$ cat src/rtl/mem_port_arbiter.sv
// -----------------------------------------------------------------------------
// mem_port_arbiter
//
// Shares one single-ported unified memory between instruction fetch (IF) and
// the load/store data port (D). Each transaction is serialised onto the memory
// port. D has fixed priority. A starvation counter lets IF win once D has taken
// STARVE_LIMIT consecutive grants while IF was waiting.
//
// Ports
//   clk, rst                 rising-edge clock, synchronous active-high reset
//   if_req/if_addr           fetch request (held until if_ack)
//   if_rdata/if_ack          fetch data and one-cycle completion pulse
//   d_req/d_we/d_be/d_addr/d_wdata
//                            load/store request (held until d_ack)
//   d_rdata/d_ack            load data (unchanged by stores) and completion pulse
//   mem_req/mem_we/mem_be/mem_addr/mem_wdata
//                            memory request, held stable until mem_ack
//   mem_rdata/mem_ack        memory read data and completion
//   busy                     high while a transaction is in flight
//
// All outputs are registered.
// -----------------------------------------------------------------------------
module mem_port_arbiter #(
    parameter int ADDR_W       = 32,
    parameter int DATA_W       = 32,
    parameter int STARVE_LIMIT = 4
) (
    input  logic                  clk,
    input  logic                  rst,
    input  logic                  if_req,
    input  logic [ADDR_W-1:0]     if_addr,
    output logic [DATA_W-1:0]     if_rdata,
    output logic                  if_ack,
    input  logic                  d_req,
    input  logic                  d_we,
    input  logic [DATA_W/8-1:0]   d_be,
    input  logic [ADDR_W-1:0]     d_addr,
    input  logic [DATA_W-1:0]     d_wdata,
    output logic [DATA_W-1:0]     d_rdata,
    output logic                  d_ack,
    output logic                  mem_req,
    output logic                  mem_we,
    output logic [DATA_W/8-1:0]   mem_be,
    output logic [ADDR_W-1:0]     mem_addr,
    output logic [DATA_W-1:0]     mem_wdata,
    input  logic [DATA_W-1:0]     mem_rdata,
    input  logic                  mem_ack,
    output logic                  busy
);

    localparam int BE_W  = DATA_W / 8;
    localparam int CNT_W = $clog2(STARVE_LIMIT + 1);
    localparam logic [CNT_W-1:0] CNT_MAX = CNT_W'(STARVE_LIMIT);

    typedef enum logic [1:0] {
        IDLE,
        BUSY_I,
        BUSY_D
    } state_t;

    state_t             state, state_nxt;
    logic [CNT_W-1:0]   starve_cnt, starve_cnt_nxt;

    logic               mem_req_nxt;
    logic               mem_we_nxt;
    logic [BE_W-1:0]    mem_be_nxt;
    logic [ADDR_W-1:0]  mem_addr_nxt;
    logic [DATA_W-1:0]  mem_wdata_nxt;
    logic               if_ack_nxt;
    logic               d_ack_nxt;
    logic [DATA_W-1:0]  if_rdata_nxt;
    logic [DATA_W-1:0]  d_rdata_nxt;

    // A requester still sees its own ack in the cycle after completion and has
    // not yet had a chance to drop req; masking it avoids a duplicate issue.
    logic eligible_i, eligible_d, starved;

    assign eligible_i = if_req & ~if_ack;
    assign eligible_d = d_req  & ~d_ack;
    assign starved    = eligible_i && (starve_cnt == CNT_MAX);

    always_comb begin
        // NOTE: every signal gets a default before the case so no path leaves
        // it unassigned, which would otherwise infer a latch.
        state_nxt      = state;
        starve_cnt_nxt = starve_cnt;
        mem_req_nxt    = mem_req;
        mem_we_nxt     = mem_we;
        mem_be_nxt     = mem_be;
        mem_addr_nxt   = mem_addr;
        mem_wdata_nxt  = mem_wdata;
        if_ack_nxt     = 1'b0;
        d_ack_nxt      = 1'b0;
        if_rdata_nxt   = if_rdata;
        d_rdata_nxt    = d_rdata;

        case (state)
            IDLE: begin
                // IF not waiting: any D streak so far did not starve anyone.
                if (!if_req) begin
                    starve_cnt_nxt = '0;
                end

                if (eligible_d && !starved) begin
                    state_nxt     = BUSY_D;
                    mem_req_nxt   = 1'b1;
                    mem_we_nxt    = d_we;
                    mem_be_nxt    = d_be;
                    mem_addr_nxt  = d_addr;
                    mem_wdata_nxt = d_wdata;
                    if (if_req && (starve_cnt != CNT_MAX)) begin
                        starve_cnt_nxt = starve_cnt + CNT_W'(1);
                    end
                end else if (eligible_i) begin
                    state_nxt      = BUSY_I;
                    mem_req_nxt    = 1'b1;
                    mem_we_nxt     = 1'b0;
                    mem_be_nxt     = '1;
                    mem_addr_nxt   = if_addr;
                    mem_wdata_nxt  = '0;
                    starve_cnt_nxt = '0;
                end
            end

            BUSY_I: begin
                if (mem_ack) begin
                    state_nxt    = IDLE;
                    mem_req_nxt  = 1'b0;
                    if_ack_nxt   = 1'b1;
                    if_rdata_nxt = mem_rdata;
                end
            end

            BUSY_D: begin
                if (mem_ack) begin
                    state_nxt   = IDLE;
                    mem_req_nxt = 1'b0;
                    d_ack_nxt   = 1'b1;
                    // Stores leave the last load result visible.
                    if (!mem_we) begin
                        d_rdata_nxt = mem_rdata;
                    end
                end
            end

            default: begin
                state_nxt   = IDLE;
                mem_req_nxt = 1'b0;
            end
        endcase
    end

    // Reset abandons any in-flight transaction: mem_req drops and no ack is
    // produced for it.
    always_ff @(posedge clk) begin
        // NOTE: non-blocking assignments so every register samples the values
        // from before this edge, independent of statement order.
        if (rst) begin
            state      <= IDLE;
            starve_cnt <= '0;
            mem_req    <= 1'b0;
            mem_we     <= 1'b0;
            mem_be     <= '0;
            mem_addr   <= '0;
            mem_wdata  <= '0;
            if_ack     <= 1'b0;
            d_ack      <= 1'b0;
            if_rdata   <= '0;
            d_rdata    <= '0;
            busy       <= 1'b0;
        end else begin
            state      <= state_nxt;
            starve_cnt <= starve_cnt_nxt;
            mem_req    <= mem_req_nxt;
            mem_we     <= mem_we_nxt;
            mem_be     <= mem_be_nxt;
            mem_addr   <= mem_addr_nxt;
            mem_wdata  <= mem_wdata_nxt;
            if_ack     <= if_ack_nxt;
            d_ack      <= d_ack_nxt;
            if_rdata   <= if_rdata_nxt;
            d_rdata    <= d_rdata_nxt;
            busy       <= (state_nxt != IDLE);
        end
    end

endmodule
$ cat config.mk
export PLATFORM = sky130hd
export DESIGN_NAME = mem_port_arbiter
export DESIGN_NICKNAME = d
export VERILOG_FILES = /design/src/rtl/mem_port_arbiter.sv
export SDC_FILE = /design/constraint.sdc
export NUM_CORES = 1
export LEC_CHECK = 0
export ABC_AREA = 1
export CAP_MARGIN = 20
export CORE_ASPECT_RATIO = 1.4
export CORE_UTILIZATION = 30
export CTS_CLUSTER_DIAMETER = 150
export DETAILED_ROUTE_END_ITERATION = 6
export DONT_BUFFER_PORTS = 1
export GPL_ROUTABILITY_DRIVEN = 1
export PLACE_DENSITY = 0.53
export SETUP_SLACK_MARGIN = 0.4
export SLEW_MARGIN = 20
export SYNTH_ARGS = -nofsm -noshare
export SYNTH_HDL_FRONTEND = slang
export SYNTH_SLANG_ARGS = --single-unit
$ cat constraint.sdc
create_clock -name clk -period 2.1 [get_ports clk]
set_clock_uncertainty 0.05 [all_clocks]
set_input_delay 0.105 -clock clk [delete_from_list [all_inputs] [get_ports clk]]
set_output_delay 0.105 -clock clk [all_outputs]
set_load 0.005 [all_outputs]
-- Word-level counts from Yosys, hierarchy flattened
Index checks and enable logic that the tools add are counted.
- bits in registers: 142
- input bits: 138
- output and inout bits: 137
- logic and storage cells: 61
- add/sub/neg operators: 1
- equal/unequal tests: 6
- muxes and demuxes: 21
- bitwise operators: 7
- reduce and logical (&&, ||, !) cells: 14
- operators with widths (cell ; count):
    two-way mux 32 bit ; 4
    two-way mux 3 bit ; 4
    two-way mux 4 bit ; 2
    two-way mux 1 bit ; 6
    two-way mux 2 bit ; 3
    inequality test 3 bit (second input constant) ; 2
    AND reduction 2 bit ; 3
    OR reduction 2 bit ; 3
    NOT 1 bit ; 5
    one-hot mux 2 bit (2 select lines) ; 1
    nonzero test 2 bit ; 2
    adder 3 x 1 -> 3 bit (second input constant) ; 1
    equality test 3 bit (second input constant) ; 1
    logical AND 1 bit ; 3
    AND reduction 3 bit ; 1
    AND 1 bit ; 2
    equality test 2 x 1 -> 1 bit (second input constant) ; 1
    equality test 2 bit (second input constant) ; 1
    logical NOT 2 bit ; 1
    inequality test 2 x 1 -> 1 bit (second input constant) ; 1
    one-hot mux 1 bit (2 select lines) ; 1
    logical NOT 1 bit ; 1

-- Depth between registers and ports, before layout
Gate-level depths: netlist (run 1).
- word-level depth: 8
- depth in mapped cells: 11
- mapped depth without buffers: 10

-- Worst setup path before layout (run 1)
OpenSTA, ideal clock, no wires.
- kind: reg-to-reg
- from: register starve_cnt[0]
- to: register mem_wdata[1]
- library setup time: 0.073 ns
- arrival: 1.358 ns
- data required time: 1.977 ns
- setup slack: 0.619 ns
- stages on the path, launching flop included: 10
- path buffers: 2
- clock period less this slack: 1.481 ns
- path through: dfxtp_1 > inv_1 > ha_1 > nand2_1 > inv_2 > nand2_4 > buf_6 > buf_2 > nand4_1 > a21oi_1
- longest elaborated chain between the ends: 6
- elaborated cells on any way between the ends: 7
- classes of those cells: eq/ne: 1; mux: 1; reduce/logical: 5
- ends and longest elaborated chain (what ; RTL line ; text):
    from (decl) ; 62 ; logic [CNT_W-1:0] starve_cnt, starve_cnt_nxt;
    from (signal assigned) ; 173 ; starve_cnt <= starve_cnt_nxt;
    equality test 3 bit * ; 80 ; assign starved = eligible_i && (starve_cnt == CNT_MAX);
    logical AND 1 bit * ; 80 ;
    logical NOT 1 bit * ; 104 ; if (eligible_d && !starved) begin
    logical AND 1 bit * ; 104 ;
    nonzero test 2 bit (no source line) ; n/a ;
    AND reduction 2 bit (no source line) ; n/a ;
    to (signal assigned) ; 178 ; mem_wdata <= mem_wdata_nxt;
    to (decl) ; 45 ; output logic [DATA_W-1:0] mem_wdata,
Mark *: on every way between the ends. The rest lies on a longest branch, timed or not.
A chain may end at the register's enable or synchronous reset.

-- Worst setup path in the final report (run 1)
- from: register state[0]
- to: register starve_cnt[2]
- longest elaborated chain between the ends: 1
- ends and longest elaborated chain (what ; RTL line ; text):
    from (decl) ; 61 ; state_t state, state_nxt;
    from (signal assigned) ; 172 ; state <= state_nxt;
    logical NOT 2 bit ; 97 ; case (state)
No other way between the ends.

==> out/metrics.sh, run 1 <==
STATUS='finished with violations'
VIOLATIONS='hold timing'
MIN_PATH_CELLS=1
MAX_FREQ_MHz=637
CRIT_PATH_MAX_INCR_DELAY_NS=0.33
SYNTH_TOP_AREA_SHARE=0.471
SLEW_HEADROOM=0.709
DIE_W_UM=122
LAYOUT.CELL_AREA.NON_FILLER_SQ_MM=0.00730
DRT_FIRST_ITER_VIOLATIONS=183
NETSWITCHINGFRACTION=0.277
POST_ROUTE_CELLS_DRIVE_ABOVE_1_SHARE=0.116
MULTI_INPUT_AREA_SQ_MM=0.00256
POSTSYNTHREGISTERBITS=142
CLK_TRANSITION_REPORTED_PATHS_NS=0.06
VIA_COUNT=5154
TNS_NS=0
FINALHOLDVIOLCOUNT=70
DPL_WORST_SLACK_NS=0.298
FLOORPLAN.CORE_AREA_SQ_MM=0.0198
YOSYSUNIQUECELLTYPES=23
GRT_START_MAX_NET_PINS=71
POWER.SHARE.CLOCK=0.433
WORST-ENDPOINT-REQUIRED_NS=2.40
POWER.IR.VDD_WORST_mV=0.526
CRIT_TOP_CELL='sky130_fd_sc_hd__nor2_1'
INTERNAL-POWER_uW=5030
SYNTHCELLS=810
CP-END-KIND='flip-flop'
TRITONCTS='done'
CRITPATHKIND='reg -> reg'
WORSTPATHARRIVAL_NS=1.87
MAX_SLEW.WORST_PIN.SLEW_NS=0.434
FINAL_ANTENNA_NET_COUNT=0
FINAL.SETUP.WORST_SLACK_NS=0.529
SETUP.WORST_PATH.START_CLASS='flip-flop'
POWER_DENSITY_mW_PER_MM2=953
GRT_SETUP_UNREPAIRED='false'
FINALSETUPVIOLCOUNT=0
SYNTHESIS.NETS=954
REPORT.FINAL.SLEW_VIOL_COUNT=0
DRC_ERRORS=0
IO_BUFFERS=0
FP-ROW-COUNT=61
HPWLAFTERDP_UM=11500
CRITICAL-PATH-SLOWEST-CELL='sky130_fd_sc_hd__dfxtp_1'
GRT_USAGE=0.165
STARTPOINT='state[0]'
WORSTREG2REGSTART='state[0]'
AREA.SEQUENTIAL_SQ_MM=0.00285
ANTENNA_FOUND_INITIAL=1
SYNTH.AREA.TOP_CELLS='sky130_fd_sc_hd__dfxtp_1, sky130_fd_sc_hd__nor2_1, sky130_fd_sc_hd__nand2_1'
LAYOUT_WORST_PATH_CYCLE_SHARE=0.748
SYNTH_TOP_AREA_CELL='sky130_fd_sc_hd__dfxtp_1'
NUMCLOCKSINKS=142
CTSROOTBUFFERMASTER='sky130_fd_sc_hd__clkbuf_16'
MIN-DELAY-PATH-CLASS='in -> reg'
INITIAL_UTILIZATION=0.305
LAYOUT_COMMON_CELLS='sky130_fd_sc_hd__nor2_1, sky130_fd_sc_hd__dfxtp_1, sky130_fd_sc_hd__nand2_1'
SYN_AREA_SQ_MM=0.00604
POWER.STATIC_LEAKAGE_uW=0.00315
R2R_END='starve_cnt[2]'
ROUTED_VIA_DENSITY=4.72
LAYOUT.FILLER_CELLS=2078
GRT.OVERFLOW.TOTAL=0
GLOBALPLACE.CONGESTION=0.739
REG2REG_SETUP_SLACK_NS=0.53
FINALCRITICALPERIOD_NS=1.57
FIRST_GLOBAL_VIAS=4977
DETAIL_ROUTE.WIRELENGTH_UM=17800
HOLDPATHEND='mem_wdata[0]'
SHARE_SEQ_OF_TOTAL_POWER=0.444
DRV_CAP=0
SYNTH-WARNING-COUNT=0
WL_CELL_UM=16.3
CLOCK_INSERTION_DELAY_WORST_SKEW_NS=0.40
CTSHTREEMAXLEVEL=4
IO_PINS=275
NET_TOTAL_IN_THE_FINAL_LAYOUT=969
DR.PASS1.ITERS=4
POST_DP_CELL_AREA_SQ_MM=0.00618
DIE-AREA_SQ_MM=0.0207
POWER_FRAC_COMB=0.123
FIN_HOLD_WS_NS=-0.283
CTS_INSERTED_BUFFERS=17
MIN-DELAY-START='rst'
TOTAL_SWITCHING_POWER_uW=1930
CRITICAL_PATH.N_BUFFERS_INVERTERS=2
VERTICAL_EXTENT_OF_THE_DIE_UM=170
CLOCK_TREE.BUFFER_DEPTH=2
RR_WORST_DEPTH=7
CRIT_FAMILY='simple AND/OR/NAND/NOR gates'
HOLDBUFCOUNTCTS=40
LAYOUT.CELLS.MOST_COMMON='sky130_fd_sc_hd__nor2_1'
SYN-MEAN-INSTANCE-AREA_SQ_UM=7.45
AREA.GROWTH.SYNTH_TO_FINAL_PCT=20.9
WIRE_LENGTH_OF_THE_FIRST_GLOBAL_ROUTING_PASS_UM=26200
YOSYSSEQAREASHARE=0.471
CRIT_CHAIN='inv_1 > ha_2 > buf_8 > nand3_2 > nor2_1 > nor2_1 > nor2_1'
WORSTPATHMAXFANOUT=41
## registers in the layout, indices dropped and copies added, names as in the netlist
name        cells
mem_req         1
mem_be          4
state           2
d_ack           1
mem_addr       32
if_ack          1
busy            1
if_rdata       32
d_rdata        32
mem_we          1
mem_wdata      32
starve_cnt      3
## what timing repair did
| item | 4_1_cts | 5_1_grt |
|---|---|---|
| gates cloned | 0 | 2 |
| pin swaps | 0 | 2 |
| gates resized for setup | 4 | 16 |
| endpoints found under the hold margin | 142 | 70 |
| buffers inserted | 0 | 2 |
| endpoints found under the setup margin | 41 | 62 |
## power groups by stage
stage          combinational [uW]  sequential [uW]  clock (uW)
5_1_grt                       971             3120        3250
4_1_cts                       842             3090        3130
2_1_floorplan                 663             3090           0
3_5_place_dp                  767             3150           0
3_3_place_gp                  751             3150           0
6_report                      855             3090        3010
## how the worst max path moves through the flow
stage / endpoint / cells after the start
2_1_floorplan: mem_wdata[1] / 9
3_3_place_gp: mem_addr[9] / 11
3_5_place_dp: mem_addr[9] / 11
4_1_cts: mem_addr[9] / 11
5_1_grt: starve_cnt[2] / 7
6_report: starve_cnt[2] / 7
## final cells by class
type | instances | area share
well taps | 252 | 0.0432
diodes | 1 | 0.000343
repair buffers | 56 | 0.0909
inverters | 85 | 0.0446
clock inverters | 14 | 0.0213
multi-input cells | 523 | 0.351
clock buffers | 18 | 0.0588
flip-flops and latches | 142 | 0.390
## cell families (layout without fill, tap and decap cells)
logic type,Yosys count,count (layout),share of synthesized area
and+or+nand+nor,375,375,0.276
AOI/OAI and AO/OA,142,142,0.131
buffers and inverters,145,173,0.110
adders and majority gates,6,6,0.0124
DFF,142,142,0.471
other,0,1,0
## metrics by stage
stage / utilization / power (uW) / std cells / hold WS (ns)
after detailed placement: 0.313 / 3920 / 1015 / 0.126
after CTS: 0.363 / 7060 / 1087 / -0.317
after global placement: 0.313 / 3900 / 1015 / 0.128
after global routing: 0.369 / 7340 / 1091 / -0.323
final: 0.369 / 6950 / 1091 / -0.283
after floorplan: - / 3750 / 810 / 0.190
## Yosys cell counts
cell type,instances
sky130_fd_sc_hd__clkbuf_1,20
sky130_fd_sc_hd__or2_2,1
sky130_fd_sc_hd__inv_2,4
sky130_fd_sc_hd__o21ai_0,72
sky130_fd_sc_hd__nand3_1,65
sky130_fd_sc_hd__nand2_1,113
sky130_fd_sc_hd__buf_1,5
sky130_fd_sc_hd__buf_8,1
sky130_fd_sc_hd__buf_4,6
sky130_fd_sc_hd__ha_1,6
sky130_fd_sc_hd__buf_2,20
sky130_fd_sc_hd__inv_1,81
sky130_fd_sc_hd__nor2_1,145
sky130_fd_sc_hd__nand2_4,2
sky130_fd_sc_hd__dfxtp_1,142
sky130_fd_sc_hd__buf_6,8
sky130_fd_sc_hd__nand3_2,8
sky130_fd_sc_hd__nor2_4,1
sky130_fd_sc_hd__a21boi_0,2
sky130_fd_sc_hd__a21oi_2,20
sky130_fd_sc_hd__a21oi_1,48
sky130_fd_sc_hd__nand2_2,7
sky130_fd_sc_hd__nand4_1,33
## routing by layer
metal	global-route usage	up-vias	wire, um
met1	0.165	2330	6900
met2	0.296	166	9020
li1	-	2628	-
met3	0.0560	30	1340
met5	0	-	0
met4	0.0870	0	555
## worst reg2reg max path, stage by stage, from the launching register on
cell and delay [ns]:
sky130_fd_sc_hd__dfxtp_1 0.33, sky130_fd_sc_hd__inv_1 0.12, sky130_fd_sc_hd__ha_2 0.24, sky130_fd_sc_hd__buf_8 0.28, sky130_fd_sc_hd__nand3_2 0.24, sky130_fd_sc_hd__nor2_1 0.14
sky130_fd_sc_hd__nor2_1 0.05, sky130_fd_sc_hd__nor2_1 0.07
(Power assumes the default switching activity.)
==> run 2: changes to the inputs <==
- PLACE_DENSITY: 0.53 -> 0.54
- clock period: 2.1 -> 1.26 ns (I/O delays scaled with it)
==> run 2 against run 1 <==
Net effect: the flow finishes with violations (hold timing, setup timing); die area stayed put; final cell count increased by 3.9%; sequential share of layout area is 4.2 points lower; fmax is 12% higher; largest power group is now the clock network.
==> out/metrics.sh, run 2 (synthesis gave the netlist of run 1 again) <==
SLEW_HEADROOM=0.751
SETUP.WORST_PATH.START_CLASS='flip-flop'
ANTENNA_FOUND_INITIAL=0
HPWLAFTERDP_UM=11800
LAYOUT_COMMON_CELLS='sky130_fd_sc_hd__dfxtp_2, sky130_fd_sc_hd__nor2_1, sky130_fd_sc_hd__nand2_1'
R2R_END='mem_addr[21]'
CTSHTREEMAXLEVEL=4
CRITPATHKIND='reg -> reg'
GRT.OVERFLOW.TOTAL=0
MAX_FREQ_MHz=710
DRT_FIRST_ITER_VIOLATIONS=191
WL_CELL_UM=16.6
FINAL_ANTENNA_NET_COUNT=0
IO_BUFFERS=0
POST_ROUTE_CELLS_DRIVE_ABOVE_1_SHARE=0.438
FINAL_CELL_COUNT_NO_FILL=1134
CRIT_PATH_MAX_INCR_DELAY_NS=0.34
FINALSETUPVIOLCOUNT=124
REPORT.FINAL.SLEW_VIOL_COUNT=0
TRITONCTS='done'
DRV_CAP=0
POST-PLACE-CELLS=1043
RR_WORST_DEPTH=11
DRC_ERRORS=0
CTS_INSERTED_BUFFERS=17
LAYOUT_WORST_PATH_CYCLE_SHARE=1.12
INSERTEDDIODECOUNT=0
CLOCK_INSERTION_DELAY_WORST_SKEW_NS=0.41
LAYOUT.FILLER_CELLS=1985
WORST_SETUP_PATH_ENDPOINT='mem_addr[21]'
INITIAL_UTILIZATION=0.305
FINALHOLDVIOLCOUNT=71
VERTICAL_EXTENT_OF_THE_DIE_UM=170
FINISH.UTILIZATION=0.444
CRIT_FAMILY='simple AND/OR/NAND/NOR gates'
AREA.GROWTH.SYNTH_TO_FINAL_PCT=45.6
GRT_SETUP_UNREPAIRED='true'
STATUS='finished with violations'
FP-ROW-COUNT=61
VIOLATIONS='hold timing, setup timing'
WIRE_LENGTH_OF_THE_FIRST_GLOBAL_ROUTING_PASS_UM=28000
HOLDBUFCOUNTCTS=38
CTSROOTBUFFERMASTER='sky130_fd_sc_hd__clkbuf_16'
FLOORPLAN.CORE_AREA_SQ_MM=0.0198
CRITICAL-PATH-SLOWEST-CELL='sky130_fd_sc_hd__dfxtp_2'
WORSTPATHARRIVAL_NS=1.66
IO_PINS=275
NUMCLOCKSINKS=142
DIE_W_UM=122
GRT_USAGE=0.178
ROUTED_VIA_DENSITY=4.83
DIE-AREA_SQ_MM=0.0207
POST_DP_CELL_AREA_SQ_MM=0.00659
POWER.IR.VDD_WORST_mV=0.631
VIA_COUNT=5475
REG2REG_SETUP_SLACK_NS=-0.15
CLK_TRANSITION_REPORTED_PATHS_NS=0.06
GLOBALPLACE.CONGESTION=0.736
LAYOUT.CELL_AREA.NON_FILLER_SQ_MM=0.00879
CRIT_CHAIN='inv_2 > ha_4 > nand2_4 > inv_4 > nand2_8 > nand2_8 > clkbuf_16 > nand2_1 > nand3_1 > nand2_1 > inv_1'
LAYOUT.CELLS.MOST_COMMON='sky130_fd_sc_hd__dfxtp_2'
WORSTREG2REGSTART='starve_cnt[1]'
WORSTPATHMAXFANOUT=12
DR.PASS1.ITERS=6
TIMING.CRITICAL_PATH.DEPTH=11
FIN_HOLD_WS_NS=-0.336
MIN-DELAY-PATH-CLASS='in -> reg'
POWER_DENSITY_mW_PER_MM2=1430
FINAL.SETUP.WORST_SLACK_NS=-0.148
CP-END-KIND='flip-flop'
NET_TOTAL_IN_THE_FINAL_LAYOUT=1013
CLOCK_TREE.BUFFER_DEPTH=2
MAX_SLEW.WORST_PIN.SLEW_NS=0.373
GRT_START_MAX_NET_PINS=71
STARTPOINT='starve_cnt[1]'
WORST-ENDPOINT-REQUIRED_NS=1.52
DETAIL_ROUTE.WIRELENGTH_UM=18800
FINALCRITICALPERIOD_NS=1.41
FIRST_GLOBAL_VIAS=5322
CRITICAL_PATH.N_BUFFERS_INVERTERS=4
POWER.STATIC_LEAKAGE_uW=0.00369
## run 2: changes by cell type in the layout (fill, tap and decap cells not counted), sizes merged
cell,change
buf,+46
bufinv,+1
clkinv,-2
diode,-1
dlygate4sd3,-2
dlymetal6s4s,+1
## run 2: power breakdown
part	switching [uW]	total, uW	internal [uW]
Combinational	1090	2050	960
Clock	2060	5280	3220
Sequential	308	5210	4900
## run 2: how the worst min path moves through the flow
stage                              from            to  slack [ns]  cells after the start
final                               rst  mem_wdata[0]       -0.34                      1
after floorplan           mem_rdata[10]   d_rdata[10]        0.15                      2
after global placement              rst  mem_wdata[0]        0.08                      1
after global routing                rst  mem_wdata[0]       -0.37                      1
after CTS                           rst  mem_wdata[0]       -0.37                      1
after detailed placement            rst  mem_wdata[0]        0.09                      1
## run 2: area by class of cell
class                           instances  area [sq um]  share of cell area
Inverter                               85           359              0.0409
Sequential cell                       142          3060               0.348
Tap cell                              252           315              0.0359
Clock buffer                           19           443              0.0504
Multi-Input combinational cell        523          3140               0.357
Timing Repair Buffer                  100          1290               0.147
Clock inverter                         13           176              0.0201
## run 2: metal layers
| layer | up-vias | part of all wire | global-route usage |
|---|---|---|---|
| met4 | 0 | 0.028 | 0.0875 |
| met2 | 188 | 0.55 | 0.336 |
| met1 | 2514 | 0.36 | 0.172 |
| li1 | 2739 | - | - |
| met5 | - | 0 | 0 |
| met3 | 34 | 0.063 | 0.0550 |
## run 2: repair_timing
item | CTS | global route
setup buffers | 9 | 4
hold endpoints to repair | 142 | 71
pin swaps | 25 | 20
cloned | 7 | 1
gates resized for setup | 296 | 80
setup endpoints to repair | 279 | 279
## run 2: stage by stage
step	total power [uW]	setup TNS, ns	worst slack (ns)
global placement	6720	-6.01	-0.112
detailed placement	6750	-8.08	-0.129
floorplan	6350	-2.39	-0.0537
global route	13200	-16.35	-0.196
CTS	12600	-6.41	-0.118
finish	12500	-9.00	-0.148
